### config.mk
export PLATFORM = sky130hd
export DESIGN_NAME = truth_table_sweeper_flat
export DESIGN_NICKNAME = d
export VERILOG_FILES = /design/src/rtl/tt_sweep_pkg.sv /design/src/rtl/truth_table_sweeper_if.sv /design/src/rtl/tt_sweep_golden.sv /design/src/rtl/truth_table_sweeper.sv /design/src/flat_wrapper.sv
export SDC_FILE = /design/constraint.sdc
export NUM_CORES = 1
export LEC_CHECK = 0
export ABC_AREA = 0
export ABC_CLOCK_PERIOD_IN_PS = 5250
export BUFFER_PORTS_ARGS = -buffer_cell sky130_fd_sc_hd__buf_2
export CORE_UTILIZATION = 57
export DETAILED_ROUTE_END_ITERATION = 7
export MAX_ROUTING_LAYER = met4
export PLACE_DENSITY = 0.82
export SLEW_MARGIN = 15
export SYNTH_ARGS = -nofsm -noshare
export SYNTH_HDL_FRONTEND = slang
export SYNTH_SLANG_ARGS = --single-unit
### constraint.sdc
create_clock -name clk -period 5.25 [get_ports clk]
set_input_delay 0.2625 -clock clk [delete_from_list [all_inputs] [get_ports clk]]
set_output_delay 0.2625 -clock clk [all_outputs]
set_load 0.03 [all_outputs]
### src/rtl/tt_sweep_pkg.sv
// tt_sweep_pkg: shared FSM state type and sizing constants for the truth-table sweeper
package tt_sweep_pkg;
  typedef enum logic [1:0] {IDLE, RUN, DONE} state_e;
  localparam int VEC_W   = 4;
  localparam int NUM_VEC = 16;
  localparam int ERR_W   = 5;
endpackage

### src/rtl/truth_table_sweeper_if.sv
// truth_table_sweeper_if: stimulus, response and status signals between the sweeper and the circuit/board
// master: sweeper side (drives a..d, x/y, status; receives start and circuit outputs)
// slave : environment side (drives start and circuit outputs; observes everything else)
// TT_SWEEP_XNOR_EN adds x, y and h_in for the NOR-built XNOR circuit.
interface truth_table_sweeper_if;
  import tt_sweep_pkg::*;
  logic             start;
  logic             a, b, c, d;
  logic             f_in, g_in;
  logic             busy, done, pass;
  logic [ERR_W-1:0] err_count;
  logic             fail_valid;
  logic [VEC_W-1:0] first_fail_vec;
`ifdef TT_SWEEP_XNOR_EN
  logic             x, y, h_in;
  modport master (input start, f_in, g_in, h_in,
                  output a, b, c, d, x, y, busy, done, pass, err_count, fail_valid, first_fail_vec);
  modport slave  (output start, f_in, g_in, h_in,
                  input a, b, c, d, x, y, busy, done, pass, err_count, fail_valid, first_fail_vec);
`else
  modport master (input start, f_in, g_in,
                  output a, b, c, d, busy, done, pass, err_count, fail_valid, first_fail_vec);
  modport slave  (output start, f_in, g_in,
                  input a, b, c, d, busy, done, pass, err_count, fail_valid, first_fail_vec);
`endif
endinterface

### src/rtl/tt_sweep_golden.sv
// tt_sweep_golden: combinational reference for F and G (and H under TT_SWEEP_XNOR_EN)
// vec = {A,B,C,D}, A is the MSB; h_exp is the XNOR of vec[1] and vec[0].
module tt_sweep_golden
  import tt_sweep_pkg::*;
(
  input  logic [VEC_W-1:0] vec,
`ifdef TT_SWEEP_XNOR_EN
  output logic             h_exp,
`endif
  output logic             f_exp,
  output logic             g_exp
);
  logic abc;
  assign abc   = vec[3] & vec[2] & vec[1];
  assign f_exp = (~vec[3] & vec[0]) | abc;
  assign g_exp = (~vec[3] & ~vec[0]) | abc;
`ifdef TT_SWEEP_XNOR_EN
  assign h_exp = ~(vec[1] ^ vec[0]);
`endif
endmodule

### src/rtl/truth_table_sweeper.sv
// truth_table_sweeper: drives all 16 {a,b,c,d} vectors, samples the circuit after SETTLE extra cycles and checks it
// Ports: clk, rst (async active-high), bus (truth_table_sweeper_if.master).
// SETTLE (0..15): extra hold cycles per vector before sampling.
// TT_SWEEP_XNOR_EN: also drives x/y and checks h_in against the XNOR reference.
module truth_table_sweeper
  import tt_sweep_pkg::*;
#(
  parameter int unsigned SETTLE = 1
) (
  input logic                   clk,
  input logic                   rst,
  truth_table_sweeper_if.master bus
);
  localparam logic [3:0]       SETTLE_C = 4'(SETTLE);
  localparam logic [VEC_W-1:0] LAST_VEC = VEC_W'(NUM_VEC - 1);
  state_e           state_q, state_d;
  logic [VEC_W-1:0] vec_q, vec_d, first_q, first_d;
  logic [3:0]       cnt_q, cnt_d;
  logic [ERR_W-1:0] err_q, err_d;
  logic             fv_q, fv_d;
  logic             f_exp, g_exp, mis;
`ifdef TT_SWEEP_XNOR_EN
  logic             h_exp;
  tt_sweep_golden u_golden (.vec(vec_q), .h_exp(h_exp), .f_exp(f_exp), .g_exp(g_exp));
  assign mis = (bus.f_in != f_exp) | (bus.g_in != g_exp) | (bus.h_in != h_exp);
  assign bus.x = vec_q[1];
  assign bus.y = vec_q[0];
`else
  tt_sweep_golden u_golden (.vec(vec_q), .f_exp(f_exp), .g_exp(g_exp));
  assign mis = (bus.f_in != f_exp) | (bus.g_in != g_exp);
`endif
  // a vector counts once however many outputs mismatch; vec holds at 15 into DONE
  always_comb begin
    state_d = state_q;
    vec_d   = vec_q;
    cnt_d   = cnt_q;
    err_d   = err_q;
    fv_d    = fv_q;
    first_d = first_q;
    if (state_q != RUN) begin
      if (bus.start) begin
        state_d = RUN;
        vec_d   = '0;
        cnt_d   = '0;
        err_d   = '0;
        fv_d    = 1'b0;
        first_d = '0;
      end
    end else if (cnt_q == SETTLE_C) begin
      cnt_d   = '0;
      err_d   = err_q + ERR_W'(mis);
      fv_d    = fv_q | mis;
      first_d = (mis && !fv_q) ? vec_q : first_q;
      vec_d   = (vec_q == LAST_VEC) ? vec_q : vec_q + 1'b1;
      state_d = (vec_q == LAST_VEC) ? DONE : RUN;
    end else begin
      cnt_d = cnt_q + 1'b1;
    end
  end
  always_ff @(posedge clk or posedge rst) begin
    if (rst) begin
      state_q <= IDLE;
      vec_q   <= '0;
      cnt_q   <= '0;
      err_q   <= '0;
      fv_q    <= 1'b0;
      first_q <= '0;
    end else begin
      state_q <= state_d;
      vec_q   <= vec_d;
      cnt_q   <= cnt_d;
      err_q   <= err_d;
      fv_q    <= fv_d;
      first_q <= first_d;
    end
  end
  assign {bus.a, bus.b, bus.c, bus.d} = vec_q;
  assign bus.busy           = state_q == RUN;
  assign bus.done           = state_q == DONE;
  assign bus.pass           = (state_q == DONE) && (err_q == '0);
  assign bus.err_count      = err_q;
  assign bus.fail_valid     = fv_q;
  assign bus.first_fail_vec = first_q;
endmodule
### src/flat_wrapper.sv
// flat-port wrapper written by rule: the top's interface ports become plain ports
module truth_table_sweeper_flat import tt_sweep_pkg::*;
#(
  parameter int unsigned SETTLE = 1
)
  (clk, rst, bus_start, bus_f_in, bus_g_in, bus_a, bus_b, bus_c, bus_d, bus_busy, bus_done, bus_pass, bus_err_count, bus_fail_valid, bus_first_fail_vec);
  truth_table_sweeper_if bus_i ();
  input logic clk;
  input logic rst;
  input wire logic [$bits(bus_i.start)-1:0] bus_start;
  input wire logic [$bits(bus_i.f_in)-1:0] bus_f_in;
  input wire logic [$bits(bus_i.g_in)-1:0] bus_g_in;
  output wire logic [$bits(bus_i.a)-1:0] bus_a;
  output wire logic [$bits(bus_i.b)-1:0] bus_b;
  output wire logic [$bits(bus_i.c)-1:0] bus_c;
  output wire logic [$bits(bus_i.d)-1:0] bus_d;
  output wire logic [$bits(bus_i.busy)-1:0] bus_busy;
  output wire logic [$bits(bus_i.done)-1:0] bus_done;
  output wire logic [$bits(bus_i.pass)-1:0] bus_pass;
  output wire logic [$bits(bus_i.err_count)-1:0] bus_err_count;
  output wire logic [$bits(bus_i.fail_valid)-1:0] bus_fail_valid;
  output wire logic [$bits(bus_i.first_fail_vec)-1:0] bus_first_fail_vec;
  assign bus_i.start = bus_start;
  assign bus_i.f_in = bus_f_in;
  assign bus_i.g_in = bus_g_in;
  assign bus_a = bus_i.a;
  assign bus_b = bus_i.b;
  assign bus_c = bus_i.c;
  assign bus_d = bus_i.d;
  assign bus_busy = bus_i.busy;
  assign bus_done = bus_i.done;
  assign bus_pass = bus_i.pass;
  assign bus_err_count = bus_i.err_count;
  assign bus_fail_valid = bus_i.fail_valid;
  assign bus_first_fail_vec = bus_i.first_fail_vec;
  truth_table_sweeper #(.SETTLE(SETTLE)) u_core (.clk(clk), .rst(rst), .bus(bus_i));
endmodule
==> run metrics <==
DR WL/cell 13.1 um; min cycle time layout 2.01 ns; measured slew at the worst slew-check pin 0.759 ns; met3 routed WL 100 um; Tot GR Track Use 24.0%; Finished Layout Cells 157; CP required 5.43 ns; Place WS 3.25 ns; highest metal used met4; reg-to-reg startpoint u_core.vec_q[2]$_DFFE_PP0P_; syn_area_per_cell 9.86 um2; Clock Pin Slew Worst Setup and Hold Paths 0.11 ns; hold_buf cts 0; Post-Syn Nets 120; via count 884; vias in the first global route 760; MaxCap Viol Count 0; Post-Synth XOR/XNOR Area 1.61%; Die W 45.6 um; Final Hold Violating Endpoints 0; CP max FO 8; vias per cell 5.63; simple-gate area share of the yosys netlist 21.5%; outcome finished, final reports clean; WL met1 950 um; post-synthesis register bit count 20; first-pass GRT wire length 3370 um; setup TNS 0 ns; clock buffer count from CTS 3; share of post-route cells with drive strength above 1 25.0%; Worst VDD drop 0.382 mV; mux contribution to synthesized area 6.57%; FP Rows 15; Post-CTS Setup Bufs 0; post-route ant nets 0; DRC Markers 0; CTS sink cnt 20; die footprint 2080 um2; Ports 22; Post-Syn Area 1080 um2; H-Tree Depth 1; setup ws final 3.24 ns; largest net degree at the start of global routing 21; worst-skew pair later-pin latency 0.30 ns; crit end category flip-flop; PnR Total Power 744 uW; initial antenna violation count 0; Syn. warnings 0; gr ovfl total 0; unrepaired setup endpoints after global routing no; largest family of logic cells by synthesized area simple AND/OR/NAND/NOR gates; Fillers 152; WS Path Type reg2reg; crit path DAT 2.20 ns; Syn-to-layout area delta 14.1%; cells after synthesis 110; leak pwr 0.617 nW; CTS root buf clkbuf_4; Worst Hold Class in2async; R2R setup slack 3.24 ns; crit start category flip-flop; Relative slew margins 49.4%; Initial Utilization 61.5%; 1st-iter DRT viols 18; clk_skew 0.00687 ns; final setup fails 0; GP Congestion 0.829; Die Ht 45.6 um; met2 WL post-DR 968 um; Port Buf Inserts 21; Slew Limit Fails 0; DP Wirelength 1490 um; worst reg2reg endpoint u_core.bus.err_count[4]$_DFFE_PP0P_; reg2reg path depth 9; Post-Synth Adder-Cell Area 5.77%; Inst Count DP 153; Post-Route WL 2060 um; core area 1760 um2; nets 143; Fmax 0.496 GHz; Inserted Diodes 0; cts repair resizes 0; Synth Area in Compound Gates 14.2%; Power per Cell Area 601 nW/um2; router iterations before antenna repair 4; Yosys cell types 34; worst hold margin 0.0767 ns; Max Root-Sink Buffers 2; Seq/Total Area, Yosys 46.1%; Final period util 38.4%; beginning of the critical path u_core.vec_q[2]$_DFFE_PP0P_; CTS tree built
==> flip-flops by register name, summed over array words and instances, names as in the netlist <==
signal,cells
u_core.bus.first_fail_vec,4
u_core.bus.fail_valid,1
u_core.state_q,2
u_core.vec_q,4
u_core.bus.err_count,5
u_core.cnt_q,4
==> power breakdown <==
| part | switching [mW] | leakage, nW | internal (mW) | total, mW |
|---|---|---|---|---|
| clock | 0.0455 | 0.0210 | 0.0423 | 0.0878 |
| combinational | 0.236 | 0.352 | 0.136 | 0.371 |
| sequential | 0.0700 | 0.244 | 0.214 | 0.284 |
==> metal layers <==
layer,up-vias,global-route usage [%]
met5,-,-
met4,0,10.9
met3,4,3.57
met2,31,35.1
met1,415,32.7
li1,434,-
==> cell usage after synthesis <==
library cell	n	area share, %
a211o_1	1	0.81
a211oi_4	1	1.8
a21oi_1	4	1.8
a221o_1	2	1.8
a22o_1	1	0.81
a31oi_1	1	0.58
and2_1	2	1.2
and3_1	1	0.58
and3_2	2	1.4
buf_2	1	0.46
buf_6	1	1.0
clkbuf_1	1	0.35
dfrtp_1	20	46
ha_1	5	5.8
inv_1	6	2.1
inv_2	1	0.35
mux2_2	1	1.0
mux2i_1	6	5.5
nand2_1	18	6.2
nand2b_1	1	0.58
nand3_1	4	1.8
nand4_1	5	2.9
nor2_1	7	2.4
nor2b_1	1	0.58
nor3_1	3	1.4
nor3b_4	1	1.7
o21a_1	1	0.69
o21ai_0	5	2.3
o22ai_2	1	1.2
o2bb2ai_1	1	0.81
o31ai_1	1	0.69
o32ai_1	1	0.81
or3_2	1	0.69
xor2_1	2	1.6
==> worst max-delay path, stage by stage (launching register included) <==
cell	delay [ns]
dfrtp_1	0.47
a211o_1	0.32
nand3_1	0.16
nand2_1	0.10
ha_1	0.21
ha_1	0.19
and2_1	0.15
nand4_1	0.10
xor2_1	0.15
a21oi_1	0.05
==> worst max path at each step <==
stage                                          endpoint  slack [ns]
CTS                 u_core.bus.err_count[4]$_DFFE_PP0P_        3.23
global route        u_core.bus.err_count[4]$_DFFE_PP0P_        3.11
global placement    u_core.bus.err_count[4]$_DFFE_PP0P_        3.32
finish              u_core.bus.err_count[4]$_DFFE_PP0P_        3.24
detailed placement  u_core.bus.err_count[4]$_DFFE_PP0P_        3.25
floorplan           u_core.bus.err_count[4]$_DFFE_PP0P_        3.24
==> cells in the final DEF (no fill, tap or decap), types with 2 or more instances in the layout <==
cell / instances
nor2_1: 7
inv_1: 6
clkbuf_4: 3
nand4_1: 5
nand3_1: 4
buf_2: 21
nor3_1: 3
and3_2: 2
xor2_1: 2
dfrtp_1: 20
ha_1: 5
and2_1: 2
a21oi_1: 4
o21ai_0: 5
mux2i_1: 6
a221o_1: 2
nand2_1: 18
==> stage by stage <==
step	utilization, %	area [um2]
3_5_place_dp	68.1	1200
2_1_floorplan	-	1080
6_report	70.1	1240
5_1_grt	70.1	1240
4_1_cts	70.1	1240
3_3_place_gp	68.1	1200
==> layout make-up <==
| cell class | instances | area (um2) | area share [%] |
|---|---|---|---|
| multi-input cells | 80 | 538 | 43.5 |
| flip-flops and latches | 20 | 500 | 40.4 |
| repair buffers | 21 | 105 | 8.49 |
| clock buffers | 4 | 36.3 | 2.93 |
| well taps | 25 | 31.3 | 2.53 |
| inverters | 7 | 26.3 | 2.12 |
==> kinds of logic after synthesis <==
family,count (synthesis)
AO/OA/AOI/OAI,20
XOR/XNOR,2
adder cells (fa/ha/maj),5
buffers and inverters,10
flip-flops,20
multiplexers,7
AND/OR/NAND/NOR,46
(Power assumes the default switching activity.)
